==> src/rtl/ifetch_unit.sv <==
// Fetch stage: owns the PC, fetches into IR, holds the instruction until the controller retires it.
// An instruction takes 1 cycle in REQ per memory wait plus 1, and holds in VALID while instr_ready_i is low.
module ifetch_unit #(
  parameter logic [31:0] RESET_PC = 32'h0000_0000
) (
  input  logic        clk_i,
  input  logic        reset_i,
  output logic        imem_req_o,
  output logic [31:0] imem_addr_o,
  input  logic        imem_ack_i,
  input  logic [31:0] imem_rdata_i,
  output logic        instr_valid_o,
  input  logic        instr_ready_i,
  input  logic        pc_enab_i,
  input  logic [31:0] pc_next_i,
  output logic [5:0]  op_o,
  output logic [5:0]  funct_o,
  output logic [4:0]  rs_o,
  output logic [4:0]  rt_o,
  output logic [4:0]  rd_o,
  output logic [15:0] imm_o,
  output logic [25:0] jaddr_o,
  output logic [31:0] pc_o,
  output logic [31:0] pc_plus4_o,
  output logic [31:0] retired_o,
  output logic        fault_o
);

  typedef enum logic [1:0] {
    S_IDLE,
    S_REQ,
    S_VALID,
    S_FAULT
  } state_t;

  state_t      state_q;
  logic [31:0] pc_q;
  logic [31:0] ir_q;
  logic [31:0] retired_q;
  logic        req_q;
  logic        vld_q;
  logic        fault_q;

  logic [31:0] pc_plus4_d;
  logic [31:0] retired_d;
  logic        misaligned_d;

  assign pc_plus4_d   = pc_q + 32'd4;
  assign retired_d    = retired_q + 32'd1;
  assign misaligned_d = pc_enab_i && (pc_next_i[1:0] != 2'b00);

  always_ff @(posedge clk_i) begin
    if (reset_i) begin
      state_q   <= S_IDLE;
      pc_q      <= RESET_PC;
      ir_q      <= '0;
      retired_q <= '0;
      req_q     <= 1'b0;
      vld_q     <= 1'b0;
      fault_q   <= 1'b0;
    end else begin
      case (state_q)
        S_IDLE: begin
          state_q <= S_REQ;
          req_q   <= 1'b1;
        end
        S_REQ: begin
          if (imem_ack_i) begin
            ir_q    <= imem_rdata_i;
            state_q <= S_VALID;
            req_q   <= 1'b0;
            vld_q   <= 1'b1;
          end
        end
        S_VALID: begin
          if (instr_ready_i) begin
            vld_q <= 1'b0;
            // A misaligned target parks the stage without retiring the instruction.
            if (misaligned_d) begin
              state_q <= S_FAULT;
              fault_q <= 1'b1;
            end else begin
              pc_q      <= pc_enab_i ? pc_next_i : pc_plus4_d;
              retired_q <= retired_d;
              state_q   <= S_REQ;
              req_q     <= 1'b1;
            end
          end
        end
        S_FAULT: begin
          state_q <= S_FAULT;
        end
        default: begin
          state_q <= S_IDLE;
          req_q   <= 1'b0;
          vld_q   <= 1'b0;
        end
      endcase
    end
  end

  assign imem_req_o    = req_q;
  assign imem_addr_o   = pc_q;
  assign instr_valid_o = vld_q;
  assign op_o          = ir_q[31:26];
  assign funct_o       = ir_q[5:0];
  assign rs_o          = ir_q[25:21];
  assign rt_o          = ir_q[20:16];
  assign rd_o          = ir_q[15:11];
  assign imm_o         = ir_q[15:0];
  assign jaddr_o       = ir_q[25:0];
  assign pc_o          = pc_q;
  assign pc_plus4_o    = pc_plus4_d;
  assign retired_o     = retired_q;
  assign fault_o       = fault_q;

endmodule

==> config.mk <==
export PLATFORM = sky130hd
export DESIGN_NAME = ifetch_unit
export DESIGN_NICKNAME = d
export VERILOG_FILES = /design/src/rtl/ifetch_unit.sv
export SDC_FILE = /design/constraint.sdc
export NUM_CORES = 1
export LEC_CHECK = 0
export ABC_AREA = 0
export CORE_MARGIN = 1
export CORE_UTILIZATION = 46
export CTS_BUF_LIST = sky130_fd_sc_hd__clkbuf_8
export DETAILED_ROUTE_END_ITERATION = 10
export PLACE_DENSITY = 0.85
export RECOVER_POWER = 50
export SYNTH_ARGS = -nofsm -noshare
export SYNTH_HDL_FRONTEND = slang
export SYNTH_SLANG_ARGS = --single-unit
==> constraint.sdc <==
create_clock -name clk_i -period 3 [get_ports clk_i]
set_input_delay 0.3 -clock clk_i [delete_from_list [all_inputs] [get_ports clk_i]]
set_output_delay 0.3 -clock clk_i [all_outputs]
set_load 0.005 [all_outputs]
* Word level (Yosys, flattened, before mapping)
Cells that the tools add are included.
Word-level totals: register bits 101, bits of input ports 69, output and inout bits 200
Operators by class: $add $sub $neg 2, eq/ne operators 6, multiplexer cells 12, bitwise operators 1, reductions and logical operators 11
Operators by type and width (count):
- $add A32 B1 Y32 const B | 1
- $add A32 B3 Y32 const B | 1
- $mux W32 | 1
- $reduce_and A3 Y1 | 3
- $pmux W2 S4 | 1
- $mux W2 | 3
- $ne A2 B2 Y1 const B | 3
- $mux W1 | 5
- $eq A2 B2 Y1 const B | 2
- $reduce_and A2 Y1 | 2
- $reduce_and A4 Y1 | 1
- $reduce_bool A2 Y1 | 2
- $pmux W1 S3 | 1
- $reduce_bool A3 Y1 | 1
- $eq A2 B1 Y1 const B | 1
- $logic_not A2 Y1 | 1
- $pmux W1 S2 | 1
- $logic_and A1 B1 Y1 | 1
- $not A1 Y1 | 1

* Depth between registers and ports, before layout
depth after elaboration 5, gate-level depth with buffers 8, gate-level depth less buffers 6

* Worst setup path before layout
No wires, ideal clock.
path type register to output, from register pc_q[2], in the netlist imem_addr_o[2], to output port pc_plus4_o[26], arrival time 1.948 ns, data required time 2.700 ns, path slack 0.752 ns, cell stages (with the launch flop) 7, cell sequence dfxtp_1 ha_1 nand3_2 or4_1 buf_4 nor4_4 xor2_1
Between the ends: word-level cells in the longest chain between the ends 1
Ends and longest elaborated chain:
- from (decl) | line 37 | logic [31:0] pc_q;
- from (signal assigned) | line 83 | pc_q <= pc_enab_i ? pc_next_i : pc_plus4_d;
- $add A32 B3 Y32 | line 48 | assign pc_plus4_d = pc_q + 32'd4;
- to (decl) | line 24 | output logic [31:0] pc_plus4_o,
Every way passes these cells.

==> flow_summary.yaml <==
timing:
  fin_tns_setup_ns: 0
  fin_crit_ns: 2.91
  rsz0062_at_grt: "true"
  max_freq_ghz: 0.344
  whs_ns: 0.454
  relSlewSlack_pct: -23.7
  setup_viol: 0
  fin_crit_sh_pct: 97.0
  fin_skew_ns: 0.00786
  tightest_slew_ns: 1.85
  final_hold_viol_count: 0
  drv_slew: 70
  setup_ws_ns: 0.0897
grt:
  grt-ovfl-total: 0
  grt_pass1_vias: 5396
  grt_pass1_wl_um: 27900
  grt_usage_pct: 27.6
  grt_max_degree: 65
  antenna_found_initial: 0
yosys:
  syn_area_um2: 5640
  synth_area_leaders: "dfxtp_1, buf_4, nand2_1"
  synth_top_area_share_pct: 35.9
  synthCells: 718
  synth_top_area_cell: "dfxtp_1"
  synth_area_per_cell_um2: 7.85
  syn-num-nets: 789
  synth.distinct_cells: 61
  yosys_warnings: 0
  yosysSeqAreaShare_pct: 35.9
  async_flop_share_pct: 0
  synth-edff-count: 0
  ys.flop_type: "dfxtp_1"
  synth_seq_cells: 101
floorplanning:
  dieHeight_um: 113
  start_util_pct: 47.1
  std_cell_rows: 40
  io_pins: 269
  core_region_area_um2: 12000
  fp.dieArea_um2: 12700
  die_w_um: 113
status:
  status: "finished, violations left"
  violations: "capacitance limit, slew limit"
placed_design:
  hpwl_um: 13200
  dp_cells: 1049
  io_buffer_count: 268
  place_congestion: 0.963
  dp_slack_ns: 0.204
cells_and_area:
  nets: 989
  antenna_cells: 0
  syn_to_final_growth_pct: 47.6
  drive_above_1_share_pct: 8.68
  layout_common_cells: "clkdlybuf4s50_1, nand2_1, dfxtp_1"
  instances_no_fill: 1069
  final_common_cell: "clkdlybuf4s50_1"
power_and_ir_drop:
  p_per_area_nw_per_um2: 322
  p_total_mw: 2.68
  leakagePower_nw: 3.18
  ir_worst_vdd_uv: 237
clock_tree:
  cts_tree: "built"
  cts.htree.levels: 3
  cts-hold-fix-buffers: 0
  cts.root.buffer_cell: "clkbuf_8"
  cts_sinks: 101
  clock_latency_ns: 0.36
  cts.path.max_buffers: 2
  path_clk_slew_ns: 0.10
  cts_buffers: 9
detailed_routing:
  drt_first_pass_iters: 5
  drc: 0
  vias: 5994
  wl_per_cell_um: 16.9
  routed_wl_um: 18100
  vias_per_cell: 5.61
  ant_nets: 0
  drtIter0Drc: 454
worst_setup_path:
  arrival_ns: 3.17
  critPathMaxStageDelay_ns: 1.30
  critical_path_class: "input port to flop"
  worstPathCellList: "clkbuf_1 > clkbuf_2 > nor2b_1 > mux2_2"
  crit_path_max_fanout: 64
  end_kind: "flop"
  worstPathRequired_ns: 3.26
  slowest_stage: "clkbuf_1"
  cp-start-kind: "input port"
flow_run:
  maxCapViolCount: 2
worst_hold_path:
  hp-class: "flop to flop"
metal layers:
metal	track usage [%]	vias to the layer above	wire [um]
li1	-	2848	-
met3	6.97	34	1440
met4	10.8	0	444
met1	32.5	2810	7290
met5	0	-	0
met2	48.0	302	8930
timing repair:
item,4_1_cts,5_1_grt
endpoints found under the setup margin,2,6
setup buffers,1,4
endpoints found under the hold margin,0,0
gates resized for setup,2,13
cloned,0,0
pin swaps,2,3
flip-flops by register name (all words and copies together) (netlist names):
name / cells
retired_o: 32
imem_req_o: 1
fault_o: 1
imem_addr_o: 32
instr_valid_o: 1
state_q: 2
ir_q: 32
critical path: cells and delay by family:
family | cells | cell delay, ns
buf+inv | 2 | 2.44
mux | 1 | 0.30
simple gates | 1 | 0.09
Yosys cell counts (3+ instances only):
cell type,count
nand2_1,106
dfxtp_1,101
buf_4,72
a21oi_1,63
nor2_1,57
nand3_1,33
xnor2_1,33
clkbuf_1,30
o21ai_0,27
nand4_1,24
inv_1,13
xor2_1,13
and3_1,11
nor3_1,11
nor4_1,11
or3_1,11
buf_2,8
a22oi_1,7
a31oi_1,7
and4_1,6
o2bb2ai_1,5
buf_1,4
o22ai_1,4
or4_1,4
a21o_1,3
and2_1,3
mux2_2,3
or2_2,3
power by group:
group | switching, mW | internal [mW] | leakage [nW] | total, mW
clock network | 0.476 | 0.467 | 0.107 | 0.943
registers | 0.0256 | 1.37 | 0.820 | 1.40
logic | 0.148 | 0.196 | 2.25 | 0.344
metrics by stage:
stage               util [%]  instance area [um2]
finish                  69.6                 8320
global route            69.6                 8320
floorplan                  -                 5640
CTS                     68.9                 8250
global placement        67.0                 8020
detailed placement      67.0                 8020
kinds of logic after synthesis:
group | Yosys count | share of synthesized area [%]
compound gates | 140 | 15.2
simple gates | 298 | 27.2
buf+inv | 127 | 13.4
xor+xnor | 46 | 7.15
flops | 101 | 35.9
mux | 4 | 0.777
fa+ha+maj | 2 | 0.444
layout make-up:
class,count,area [um2]
multi-input cells,490,2910
well taps,147,184
clock inverters,6,88.8
clock buffers,9,124
fillers,955,3640
flip-flops and latches,101,2030
repair buffers,303,2940
inverters,13,48.8
worst paths after layout:
check	depth (start not counted)	slack, ns	from	end
worst max-delay path	4	0.09	reset_i	retired_o[22]
worst min-delay path	2	0.45	ir_q[31]	ir_q[31]
worst max register to register	4	0.69	state_q[0]	ir_q[22]
worst min register to register	2	0.45	ir_q[31]	ir_q[31]
(Power assumes the default switching activity.)
